--- config.mk ---
export PLATFORM = sky130hd
export DESIGN_NAME = uart_mmio_fifo
export DESIGN_NICKNAME = d
export VERILOG_FILES = /design/src/rtl/uart_mmio_pkg.sv /design/src/rtl/uart_mmio_fifo_sync_fifo.sv /design/src/rtl/uart_mmio_fifo.sv
export SDC_FILE = /design/constraint.sdc
export NUM_CORES = 1
export LEC_CHECK = 0
export BUFFER_PORTS_ARGS = -buffer_cell sky130_fd_sc_hd__buf_2
export CORE_ASPECT_RATIO = 0.6
export CORE_MARGIN = 8
export CORE_UTILIZATION = 62
export DETAILED_ROUTE_END_ITERATION = 7
export GPL_TIMING_DRIVEN = 0
export HOLD_SLACK_MARGIN = 0.06
export PLACE_DENSITY = 0.85
export SYNTH_ARGS = -nofsm -noshare
export SYNTH_HDL_FRONTEND = slang
export SYNTH_SLANG_ARGS = --single-unit
--- constraint.sdc ---
create_clock -name clock -period 6.1 [get_ports clock]
set_clock_uncertainty 0.15 [all_clocks]
set_input_delay 0.61 -clock clock [delete_from_list [all_inputs] [get_ports clock]]
set_output_delay 0.61 -clock clock [all_outputs]
set_load 0.01 [all_outputs]
--- src/rtl/uart_mmio_pkg.sv ---
// Shared constants for the memory-mapped UART block: register offsets,
// STATUS/CTRL bit positions and the TX drain FSM state type.
package uart_mmio_pkg;

  localparam logic [1:0] OFF_STATUS = 2'd0;
  localparam logic [1:0] OFF_TXDATA = 2'd1;
  localparam logic [1:0] OFF_RXDATA = 2'd2;
  localparam logic [1:0] OFF_CTRL   = 2'd3;

  localparam int ST_RX_NOT_EMPTY = 0;
  localparam int ST_TX_FULL      = 1;
  localparam int ST_TX_IDLE      = 2;
  localparam int ST_RX_OVERRUN   = 3;
  localparam int ST_TX_OVERFLOW  = 4;
  localparam int ST_RX_COUNT_LSB = 8;
  localparam int ST_TX_COUNT_LSB = 16;

  localparam int CTRL_CLR_STICKY = 0;
  localparam int CTRL_FLUSH      = 1;
  localparam int CTRL_IRQ_EN_RX  = 2;
  localparam int CTRL_IRQ_EN_TX  = 3;

  // Cycles spent waiting for uartTx to report busy before assuming a
  // short busy pulse was missed by the synchroniser.
  localparam int TX_WAIT_LIMIT = 8;

  typedef enum logic [1:0] {
    TX_IDLE,
    TX_LOAD,
    TX_WAIT_BUSY,
    TX_WAIT_DONE
  } tx_state_e;

  // Occupancy counts are reported in 8-bit STATUS fields; a 256-deep FIFO
  // that is full reads back as 8'hff instead of wrapping to 0.
  function automatic logic [7:0] sat_byte(input logic [15:0] v);
    return (v > 16'd255) ? 8'hff : v[7:0];
  endfunction

endpackage

--- src/rtl/uart_mmio_fifo_sync_fifo.sv ---
// Single-clock FIFO with flush, used for both UART directions.
// Push when full and pop when empty are ignored; flush wins over both.
module sync_fifo #(
  parameter int WIDTH = 8,
  parameter int DEPTH = 8
) (
  input  logic                     clock,
  input  logic                     RST,
  input  logic                     push,
  input  logic [WIDTH-1:0]         push_data,
  input  logic                     pop,
  input  logic                     flush,
  output logic [WIDTH-1:0]         head,
  output logic                     full,
  output logic                     empty,
  output logic [$clog2(DEPTH):0]   count
);

  localparam int AW = $clog2(DEPTH);
  localparam int CW = AW + 1;

  logic [WIDTH-1:0] mem [DEPTH];
  logic [AW-1:0]    wr_ptr;
  logic [AW-1:0]    rd_ptr;
  logic             do_push;
  logic             do_pop;

  assign full    = (count == CW'(DEPTH));
  assign empty   = (count == '0);
  assign do_push = push & ~full;
  assign do_pop  = pop & ~empty;
  assign head    = mem[rd_ptr];

  // Pointers wrap naturally since DEPTH is a power of two.
  always_ff @(posedge clock or negedge RST) begin
    if (!RST) begin
      wr_ptr <= '0;
      rd_ptr <= '0;
      count  <= '0;
    end else if (flush) begin
      wr_ptr <= '0;
      rd_ptr <= '0;
      count  <= '0;
    end else begin
      if (do_push) wr_ptr <= wr_ptr + 1'b1;
      if (do_pop)  rd_ptr <= rd_ptr + 1'b1;
      case ({do_push, do_pop})
        2'b10:   count <= count + 1'b1;
        2'b01:   count <= count - 1'b1;
        default: ;
      endcase
    end
  end

  // Storage needs no reset; occupancy alone defines what is valid.
  always_ff @(posedge clock) begin
    if (do_push && !flush) mem[wr_ptr] <= push_data;
  end

endmodule

--- src/rtl/uart_mmio_fifo.sv ---
// Memory-mapped UART register window with TX/RX FIFOs.
// Optional feature macro: UART_MMIO_IRQ_EN (interrupt enables in CTRL and
// a registered irq output); without it irq is tied low.
//
// TX drain FSM:
//   state        | meaning
//   TX_IDLE      | nothing in flight; leave when the TX FIFO has a byte
//   TX_LOAD      | uartWE pulse with the head byte, pop it
//   TX_WAIT_BUSY | wait for synced busy, give up after TX_WAIT_LIMIT cycles
//   TX_WAIT_DONE | wait for synced busy to drop, then back to idle
module uart_mmio_fifo
  import uart_mmio_pkg::*;
#(
  parameter logic [31:0] BASE_ADDR  = 32'h200,
  parameter int          FIFO_DEPTH = 8
) (
  input  logic        clock,
  input  logic        RST,
  input  logic [31:0] vaddr,
  input  logic [31:0] data,
  input  logic        memWE,
  input  logic        memRE,
  output logic        hit,
  output logic [31:0] q,
  output logic [7:0]  uartTxIn,
  output logic        uartWE,
  input  logic        uartTxBusy,
  input  logic [7:0]  uartRxOut,
  input  logic        uartRxFin,
  output logic        irq
);

  localparam int CNT_W = $clog2(FIFO_DEPTH) + 1;

  logic [31:0]      win_off;
  logic             in_win;
  logic [1:0]       off;
  logic             wr_acc;
  logic             rd_acc;
  logic             tx_push;
  logic             rx_pop;
  logic             ctrl_wr;
  logic             flush;
  logic             clr_sticky;

  logic             busy_s1, busy_s2;
  logic             fin_s1, fin_s2, fin_s3;
  logic             rx_edge;

  logic [7:0]       tx_head, rx_head;
  logic             tx_full, tx_empty, rx_full, rx_empty;
  logic [CNT_W-1:0] tx_count, rx_count;
  logic             tx_pop;

  logic             rx_overrun, tx_overflow;
  tx_state_e        state, state_next;
  logic [2:0]       wait_cnt;
  logic             uart_we;
  logic [7:0]       tx_byte;
  logic             tx_idle;
  logic [31:0]      status;
  logic [31:0]      ctrl_rd;
  logic [31:0]      rd_data;
  logic             unused_data;

  assign win_off    = vaddr - BASE_ADDR;
  assign in_win     = (win_off < 32'd4);
  assign off        = win_off[1:0];
  assign wr_acc     = memWE & in_win;
  // A simultaneous write suppresses the read side, including the RX pop.
  assign rd_acc     = memRE & in_win & ~memWE;
  assign tx_push    = wr_acc & (off == OFF_TXDATA);
  assign rx_pop     = rd_acc & (off == OFF_RXDATA);
  assign ctrl_wr    = wr_acc & (off == OFF_CTRL);
  assign flush      = ctrl_wr & data[CTRL_FLUSH];
  assign clr_sticky = ctrl_wr & data[CTRL_CLR_STICKY];
  assign rx_edge    = fin_s2 & ~fin_s3;

  // Two-flop synchronisers for the uart core signals, plus one extra fin
  // stage for rising-edge detection.
  always_ff @(posedge clock or negedge RST) begin
    if (!RST) begin
      busy_s1 <= 1'b0;
      busy_s2 <= 1'b0;
      fin_s1  <= 1'b0;
      fin_s2  <= 1'b0;
      fin_s3  <= 1'b0;
    end else begin
      busy_s1 <= uartTxBusy;
      busy_s2 <= busy_s1;
      fin_s1  <= uartRxFin;
      fin_s2  <= fin_s1;
      fin_s3  <= fin_s2;
    end
  end

  sync_fifo #(.WIDTH(8), .DEPTH(FIFO_DEPTH)) u_tx_fifo (
    .clock     (clock),
    .RST       (RST),
    .push      (tx_push),
    .push_data (data[7:0]),
    .pop       (tx_pop),
    .flush     (flush),
    .head      (tx_head),
    .full      (tx_full),
    .empty     (tx_empty),
    .count     (tx_count)
  );

  // uartRxOut is held stable while fin is high, so it is safe to take it
  // directly when the synchronised edge arrives.
  sync_fifo #(.WIDTH(8), .DEPTH(FIFO_DEPTH)) u_rx_fifo (
    .clock     (clock),
    .RST       (RST),
    .push      (rx_edge),
    .push_data (uartRxOut),
    .pop       (rx_pop),
    .flush     (flush),
    .head      (rx_head),
    .full      (rx_full),
    .empty     (rx_empty),
    .count     (rx_count)
  );

  // Sticky error flags; a new event in the clearing cycle is kept.
  always_ff @(posedge clock or negedge RST) begin
    if (!RST) begin
      rx_overrun  <= 1'b0;
      tx_overflow <= 1'b0;
    end else begin
      rx_overrun  <= (rx_overrun  & ~clr_sticky) | (rx_edge & rx_full);
      tx_overflow <= (tx_overflow & ~clr_sticky) | (tx_push & tx_full);
    end
  end

  // TX FSM state register and wait-for-busy down-counter.
  always_ff @(posedge clock or negedge RST) begin
    if (!RST) begin
      state    <= TX_IDLE;
      wait_cnt <= '0;
    end else begin
      state <= state_next;
      if (state == TX_LOAD) begin
        wait_cnt <= 3'(TX_WAIT_LIMIT - 1);
      end else if (state == TX_WAIT_BUSY && wait_cnt != '0) begin
        wait_cnt <= wait_cnt - 1'b1;
      end
    end
  end

  // TX FSM next state and load/pop strobes; flush forces idle silently.
  always_comb begin
    state_next = state;
    uart_we    = 1'b0;
    tx_pop     = 1'b0;
    case (state)
      TX_IDLE:      if (!tx_empty) state_next = TX_LOAD;
      TX_LOAD: begin
        uart_we    = 1'b1;
        tx_pop     = 1'b1;
        state_next = TX_WAIT_BUSY;
      end
      TX_WAIT_BUSY: if (busy_s2 || wait_cnt == '0) state_next = TX_WAIT_DONE;
      TX_WAIT_DONE: if (!busy_s2) state_next = TX_IDLE;
      default:      state_next = TX_IDLE;
    endcase
    if (flush) begin
      state_next = TX_IDLE;
      uart_we    = 1'b0;
      tx_pop     = 1'b0;
    end
  end

  // Capture the head byte on the way into LOAD so uartTxIn is already
  // stable while uartWE is high, and holds afterwards.
  always_ff @(posedge clock or negedge RST) begin
    if (!RST) begin
      tx_byte <= 8'hff;
    end else if (state == TX_IDLE && !tx_empty && !flush) begin
      tx_byte <= tx_head;
    end
  end

  assign uartWE   = uart_we;
  assign uartTxIn = tx_byte;
  assign tx_idle  = tx_empty & (state == TX_IDLE);

  // STATUS word assembled from live FIFO and sticky state.
  always_comb begin
    status = '0;
    status[ST_RX_NOT_EMPTY] = ~rx_empty;
    status[ST_TX_FULL]      = tx_full;
    status[ST_TX_IDLE]      = tx_idle;
    status[ST_RX_OVERRUN]   = rx_overrun;
    status[ST_TX_OVERFLOW]  = tx_overflow;
    status[ST_RX_COUNT_LSB +: 8] = sat_byte(16'(rx_count));
    status[ST_TX_COUNT_LSB +: 8] = sat_byte(16'(tx_count));
  end

`ifdef UART_MMIO_IRQ_EN
  logic irq_en_rx, irq_en_tx, irq_q;

  // Interrupt enables live in CTRL; irq is a registered OR of the sources.
  always_ff @(posedge clock or negedge RST) begin
    if (!RST) begin
      irq_en_rx <= 1'b0;
      irq_en_tx <= 1'b0;
      irq_q     <= 1'b0;
    end else begin
      if (ctrl_wr) begin
        irq_en_rx <= data[CTRL_IRQ_EN_RX];
        irq_en_tx <= data[CTRL_IRQ_EN_TX];
      end
      irq_q <= (irq_en_rx & (~rx_empty | rx_overrun)) | (irq_en_tx & tx_idle);
    end
  end

  assign irq         = irq_q;
  assign ctrl_rd     = {30'h0, irq_en_tx, irq_en_rx};
  assign unused_data = ^data[31:8];
`else
  assign irq         = 1'b0;
  assign ctrl_rd     = '0;
  assign unused_data = ^{data[31:8], data[CTRL_IRQ_EN_TX:CTRL_IRQ_EN_RX]};
`endif

  // Read mux; an empty RX FIFO reads as 0.
  always_comb begin
    rd_data = '0;
    case (off)
      OFF_STATUS: rd_data = status;
      OFF_RXDATA: rd_data = rx_empty ? 32'h0 : {24'h0, rx_head};
      OFF_CTRL:   rd_data = ctrl_rd;
      default:    rd_data = '0;
    endcase
  end

  // Registered read data and hit flag; q only changes on a read strobe.
  always_ff @(posedge clock or negedge RST) begin
    if (!RST) begin
      q   <= '0;
      hit <= 1'b0;
    end else begin
      hit <= (memWE | memRE) & in_win;
      if (memRE) q <= rd_acc ? rd_data : 32'h0;
    end
  end

endmodule

==> results of run 1 <==
## flip-flops by register name, indices dropped and copies added, names as in the netlist, 4 cells and up
name and cells:
uartTxIn 8, q 16, u_rx_fifo.count 4, u_tx_fifo.count 4, u_tx_fifo.mem 64, u_rx_fifo.mem 64
## metal layers
metal  part of all wire [%]  vias to the layer above
li1                       -                     2357
met1                     40                     2725
met2                     45                      456
met3                     12                       49
met4                    1.9                        0
met5                      0                        -
## worst max-delay path: stages
cell	delay (ns)
sky130_fd_sc_hd__buf_2	0.13
sky130_fd_sc_hd__inv_1	0.06
sky130_fd_sc_hd__ha_1	0.18
sky130_fd_sc_hd__nor3b_1	0.66
sky130_fd_sc_hd__nand2_2	0.17
sky130_fd_sc_hd__o31a_1	0.44
sky130_fd_sc_hd__or4_1	0.54
sky130_fd_sc_hd__or3_1	0.35
sky130_fd_sc_hd__clkbuf_1	0.22
sky130_fd_sc_hd__or3_1	0.38
sky130_fd_sc_hd__nor3_1	1.08
## logic make-up (layout without fill, tap and decap cells)
| group | count (synthesis) | count (layout) | synth area share [%] |
|---|---|---|---|
| xor+xnor | 14 | 14 | 1.574 |
| compound gates | 68 | 68 | 5.768 |
| mux | 54 | 54 | 11.44 |
| buf+inv | 68 | 178 | 3.936 |
| other cells | 1 | 17 | 0.04537 |
| flops | 185 | 185 | 63.88 |
| fa+ha+maj | 16 | 16 | 2.422 |
| simple gates | 168 | 168 | 10.93 |
## synthesized netlist by cell type (4+ instances only)
cell type	instances	share of area, %
sky130_fd_sc_hd__a21oi_1	14	0.85
sky130_fd_sc_hd__buf_1	8	0.36
sky130_fd_sc_hd__buf_2	5	0.30
sky130_fd_sc_hd__buf_4	17	1.5
sky130_fd_sc_hd__clkbuf_1	11	0.50
sky130_fd_sc_hd__dfrtp_1	49	15
sky130_fd_sc_hd__dfstp_2	8	2.5
sky130_fd_sc_hd__edfxtp_1	128	47
sky130_fd_sc_hd__ha_1	16	2.4
sky130_fd_sc_hd__inv_1	27	1.2
sky130_fd_sc_hd__mux2i_1	18	2.2
sky130_fd_sc_hd__mux4_2	32	8.7
sky130_fd_sc_hd__nand2_1	32	1.5
sky130_fd_sc_hd__nand2b_1	10	0.76
sky130_fd_sc_hd__nand3_1	12	0.73
sky130_fd_sc_hd__nand4_1	7	0.53
sky130_fd_sc_hd__nor2_1	48	2.2
sky130_fd_sc_hd__nor2b_1	6	0.45
sky130_fd_sc_hd__nor3_1	13	0.79
sky130_fd_sc_hd__nor3b_1	5	0.45
sky130_fd_sc_hd__nor4_1	9	0.68
sky130_fd_sc_hd__o21ai_0	15	0.91
sky130_fd_sc_hd__o22ai_1	8	0.61
sky130_fd_sc_hd__or4_1	6	0.54
sky130_fd_sc_hd__xnor2_1	4	0.42
sky130_fd_sc_hd__xor2_1	9	0.95
## cell type report
type	count	area, sq um	area share (%)
Timing Repair Buffer	78	395.4	4.125
Clock inverter	15	203.9	2.128
Sequential cell	185	5280	55.08
Inverter	27	101.3	1.057
Clock buffer	17	425.4	4.438
Tap cell	170	212.7	2.219
Buffer	41	224.0	2.337
Multi-Input combinational cell	337	2743	28.61
## worst min path at each step
stage,start,end,depth (start not counted)
after floorplan,RST,busy_s1,0
after global placement,fin_s1,fin_s2,0
after detailed placement,busy_s1,busy_s2,0
after CTS,uartTxBusy,busy_s1,1
after global routing,RST,q[11],1
final,RST,q[10],1
## report_power, final
group          switching (mW)  total, mW  internal (mW)  leakage [nW]
registers              0.0156       1.37           1.36          1.86
clock network           0.567       1.14          0.572         0.305
logic                  0.0810      0.127         0.0464          1.55
## through the flow
| step | hold WS [ns] | utilization, % |
|---|---|---|
| floorplan | 0.1644 | - |
| global placement | 0.1854 | 69.00 |
| detailed placement | 0.1965 | 69.11 |
| CTS | 0.1283 | 73.97 |
| global route | 0.1294 | 74.12 |
| finish | 0.07725 | 74.12 |
==> key figures, run 1 <==
Placed design
  • Post-place instance area: about 8900 sq um
  • Placed instance count: 838
  • Worst Setup Slack post-DPL: 0.8994 ns
  • Routability-driven placement congestion ratio: 0.8853
  • IO buf count: 77
  • Half-perimeter wire length of the detailed placement result: between 10000 and 15000 um

Die
  • Number of ports placed on the die boundary: 121
  • Starting density of the core: 63.91%
  • Die footprint: 17400 sq um
  • Die width: 165.1 um
  • Height of the die: 105.4 um
  • Standard-cell rows: 32
  • Core Box Area: between 10000 and 15000 sq um

Synth
  • Post-synthesis instance total: 574
  • Number of distinct library cell variants in the gate-level netlist after synthesis: 67
  • Number of flops mapped to enable cells by yosys: 128
  • Post-synthesis register bit count: 185
  • Post-synthesis sequential area ratio: 63.88%
  • Per-instance average area after synthesis: 14.40 sq um
  • Proportion of register bits with asynchronous set or reset after synthesis: a little under a third
  • Cell Area, Synth: 8265 sq um
  • Synthesis warning total: 0
  • Primary FF master, synth: sky130_fd_sc_hd__edfxtp_1

Clock network
  • CTS Root Cell: sky130_fd_sc_hd__clkbuf_16
  • Reg clk slew, reported paths: 0.08 ns
  • Source-to-sink clock delay at the later pin of the worst-skew pair: 0.43 ns
  • Maximum buffer depth of the clock tree: 2
  • Hold buffers post-CTS: 0
  • Number of clock sinks: 185
  • Clock tree from TritonCTS: built
  • H-tree level count: 4
  • Number of clock buffers inserted by TritonCTS: 17
  • Number of buffers added for setup after CTS: 0
  • Post-CTS resize count: 0

Route
  • DRT iter0 DRCs: 765
  • Post-detailed-route via-to-cell ratio: 6.422
  • Wire per inst: between 20 and 25 um
  • Total number of vias: about 5.6k
  • Wirelength, routed: slightly below 20000 um
  • Residual antenna-violating net count after detailed routing: 0
  • TritonRoute pass-1 iters: 8
  • Number of DRC violations after detailed routing: 0

Finish
  • Net total in the final layout: 781
  • Ant diodes: 0
  • Area growth syn-to-layout: 15.97%
  • Final instance area: 9585 sq um
  • Post-Layout Cell Count: 870
  • Number of fill cells in the layout: 738
  • Fraction of layout cells with a size suffix above 1: 28.14%
  • Commonest non-fill, non-tap cell in the layout: sky130_fd_sc_hd__edfxtp_1
  • Commonest non-fill, non-tap cells in the layout: sky130_fd_sc_hd__edfxtp_1 (128), sky130_fd_sc_hd__buf_2 (81), sky130_fd_sc_hd__dfrtp_1 (49)

Global route
  • Met3 demand-to-capacity share in global routing: about 6%
  • Via count of the first global-routing pass: 5595
  • Fraction of met2 tracks used by global routing: 35.20%
  • Met1 track utilization from global routing: 31.57%
  • Number of antenna violations at the first check in global routing: 0
  • Wire length of the first global-routing pass: approximately 30000 um
  • Largest net degree at the start of global routing: 58
  • Remaining global-route overflow: 0
  • Busiest metal layer after global routing: met2
  • Tot GR Track Use: between 20% and 30%

Critical path
  • Critical Path End Type: flip-flop
  • Critical R2R Launch: u_tx_fifo.count[1]
  • Data required time of the worst path: 5.99 ns
  • Worst endpoint data arrival time: 4.82 ns
  • Largest fanout on the critical path: 8
  • Setup slack, reg-to-reg: ~2.3 ns
  • Crit. Startpoint: vaddr[9]
  • Number of cells traversed by the worst register-to-register path: 7
  • Reg-to-reg endpoint: u_tx_fifo.mem[0][2]
  • Critical path class: in2reg
  • Startpoint Class: input port
  • End of the critical path: u_tx_fifo.mem[0][2]

STA
  • Final setup TNS: 0 ns
  • Number of pins with negative max-slew slack in the final report: 0
  • Final setup vio count: 0
  • Final Cycle Share: 80.83%
  • RSZ-0062 raised after global routing: no
  • Headroom to the max-slew limit: 4.760%
  • Total count of hold-check failures in the final report: 0
  • Max Clock Freq: 202.8 MHz
  • Slack of the critical path: approximately 1.2 ns
  • Post-layout min period: 4.931 ns
  • Measured slew at the worst slew-check pin: between 1 and 1.5 ns

Status
  • Outcome: complete, no violations

Power and ir drop
  • Standby leakage power: 3.716 nW
  • Total power divided by cell area: between 200 and 300 nW/um^2
  • Max IR drop VDD: 194.0 uV
  • Total power of the final layout: 2.639 mW

Run
  • Maximum Capacitance Violations: 0

Worst hold path
  • Class of the most critical hold timing path: in2async
Power figures use the tool's default switching activity.
==> run 2, diff against run 1 <==
- CORE_UTILIZATION: 62 -> 57
- PLACE_DENSITY: 0.85 -> 0.79
- clock period: 6.1 -> 5 ns (I/O delays scaled with it)
==> key figures, run 2 (synthesis results as in run 1) <==
Status
  • Outcome: complete, no violations

Die
  • Starting density of the core: 57.65%
  • Die width: 171.5 um
  • Core Box Area: 14340 sq um
  • Height of the die: 109.3 um
  • Die footprint: 18740 sq um
  • Number of ports placed on the die boundary: 121
  • Standard-cell rows: 34

Clock network
  • Maximum buffer depth of the clock tree: 2
  • Source-to-sink clock delay at the later pin of the worst-skew pair: 0.43 ns
  • Number of clock buffers inserted by TritonCTS: 17
  • H-tree level count: 4
  • Number of buffers added for setup after CTS: 0
  • Number of clock sinks: 185
  • Reg clk slew, reported paths: roughly 0.07 ns
  • CTS Root Cell: sky130_fd_sc_hd__clkbuf_16
  • Clock tree from TritonCTS: built

Finish
  • Largest regs: u_rx_fifo.mem: 64 flops, u_tx_fifo.mem: 64 flops, q: 16 flops
  • Net total in the final layout: 784
  • Commonest non-fill, non-tap cells in the layout: sky130_fd_sc_hd__edfxtp_1 (128), sky130_fd_sc_hd__buf_2 (81), sky130_fd_sc_hd__dfrtp_1 (49)
  • Commonest non-fill, non-tap cell in the layout: sky130_fd_sc_hd__edfxtp_1
  • Area growth syn-to-layout: 16.20%
  • Post-Layout Cell Count: 901
  • Fraction of layout cells with a size suffix above 1: around 28%
  • Ant diodes: 0

Power and ir drop
  • Share of total power in sequential cells: 52.9%
  • Total power divided by cell area: 329.8 nW/um^2
  • Relative contribution of combinational cells to total power: 5.0%
  • Switching part of the total power: 23.09%
  • Internal: about 2.4 mW
  • Max IR drop VDD: 285.1 uV
  • Net switching power: 0.7314 mW
  • Standby leakage power: 3.713 nW
  • Portion of total power attributed to the clock network: a little over two fifths

STA
  • Total count of hold-check failures in the final report: 0
  • Post-layout min period: 4.638 ns
  • Number of pins with negative max-slew slack in the final report: 0
  • Headroom to the max-slew limit: 4.510%
  • Final setup vio count: 0
  • Measured slew at the worst slew-check pin: 1.421 ns
  • Max Clock Freq: 215.6 MHz
  • Final Cycle Share: 92.76%
  • RSZ-0062 raised after global routing: no
  • Slack of the critical path: 0.3621 ns

Route
  • DRT iter0 DRCs: 678
  • TritonRoute pass-1 iters: 5
  • Total number of vias: 5356
  • Number of DRC violations after detailed routing: 0
  • Residual antenna-violating net count after detailed routing: 0
  • Wirelength, routed: 18760 um
  • Post-detailed-route via-to-cell ratio: 5.945
  • Wire per inst: 20.82 um

Critical path
  • Data required time of the worst path: 4.88 ns
  • Critical path class: in2reg
  • Largest fanout on the critical path: 8
  • Worst endpoint data arrival time: approximately 4.5 ns
  • Startpoint Class: input port
  • Critical Path End Type: flip-flop

Global route
  • Largest net degree at the start of global routing: 58
  • Tot GR Track Use: 20.83%
  • Via count of the first global-routing pass: roughly 5.3k
  • Remaining global-route overflow: 0
  • Number of antenna violations at the first check in global routing: 1
  • Wire length of the first global-routing pass: ~29000 um

Placed design
  • Placed instance count: ~870
  • IO buf count: just under 80
  • Routability-driven placement congestion ratio: approximately 0.84
  • Worst Setup Slack post-DPL: -0.06910 ns
  • Half-perimeter wire length of the detailed placement result: 13150 um

Worst hold path
  • Class of the most critical hold timing path: in2reg

Run
  • Maximum Capacitance Violations: 0
[run 2: layout make-up]
class,count,area [sq um]
well taps,198,247.7
flip-flops and latches,185,5280
inverters,27,101.3
fillers,966,4732
clock inverters,14,150.1
clock buffers,18,439.2
multi-input cells,337,2736
repair buffers,81,425.4
plain buffers,41,224.0
[run 2: per-stage QoR]
step	TNS (ns)	hold WS, ns	utilization, %	instance area [sq um]	power, mW
2_1_floorplan	0	0.05441	-	8325	1.784
3_3_place_gp	-1.855	0.1855	62.49	8959	1.839
3_5_place_dp	-0.5493	0.1916	62.59	8972	1.854
4_1_cts	0	0.1784	66.84	9582	3.166
5_1_grt	0	0.1759	66.99	9604	3.252
6_report	0	0.1870	66.99	9604	3.168
[run 2: final timing paths]
| kind | start | to | slack [ns] | depth (start not counted) |
|---|---|---|---|---|
| worst min register to register | fin_s1 | fin_s2 | 0.20 | 0 |
| max in group asynchronous | RST | u_rx_fifo.count[0] | 3.70 | 2 |
| min in group asynchronous | RST | wait_cnt[0] | 0.52 | 2 |
| worst max-delay path | vaddr[9] | u_tx_fifo.mem[5][1] | 0.36 | 12 |
| worst max register to register | u_tx_fifo.count[1] | u_tx_fifo.count[3] | 1.23 | 11 |
| worst min-delay path | uartRxOut[6] | u_rx_fifo.mem[1][6] | 0.19 | 1 |
[run 2: layer usage]
metal  track usage (%)  share of wire [%]
met1             29.13                 42
met2             31.57                 45
met3             5.965                 11
met4             6.053                1.4
met5                 0              0.043
[run 2: repair_timing]
item / in CTS / in global routing
setup endpoints to repair: 0 / 0
endpoints found under the hold margin: 2 / 46
hold buffers: 2 / 1
resized for setup: 0 / 0
[run 2: power by group through the flow]
stage                     Clock [mW]  Sequential, mW  Combinational (mW)
after floorplan                    0            1.70              0.0820
after global routing            1.40            1.68               0.173
after global placement             0            1.70               0.136
after detailed placement           0            1.71               0.148
final                           1.33            1.68               0.157
after CTS                       1.34            1.67               0.153
[run 2: critical path, cell delays in order]
cell and delay, ns:
sky130_fd_sc_hd__buf_2 0.12, sky130_fd_sc_hd__inv_1 0.05, sky130_fd_sc_hd__ha_1 0.17, sky130_fd_sc_hd__nor3b_1 0.68, sky130_fd_sc_hd__nand2_2 0.18, sky130_fd_sc_hd__o31a_1 0.41
sky130_fd_sc_hd__or4_1 0.50, sky130_fd_sc_hd__or3_1 0.32, sky130_fd_sc_hd__clkbuf_1 0.22, sky130_fd_sc_hd__inv_1 0.16, sky130_fd_sc_hd__nand2_1 0.11, sky130_fd_sc_hd__nor3_1 1.09
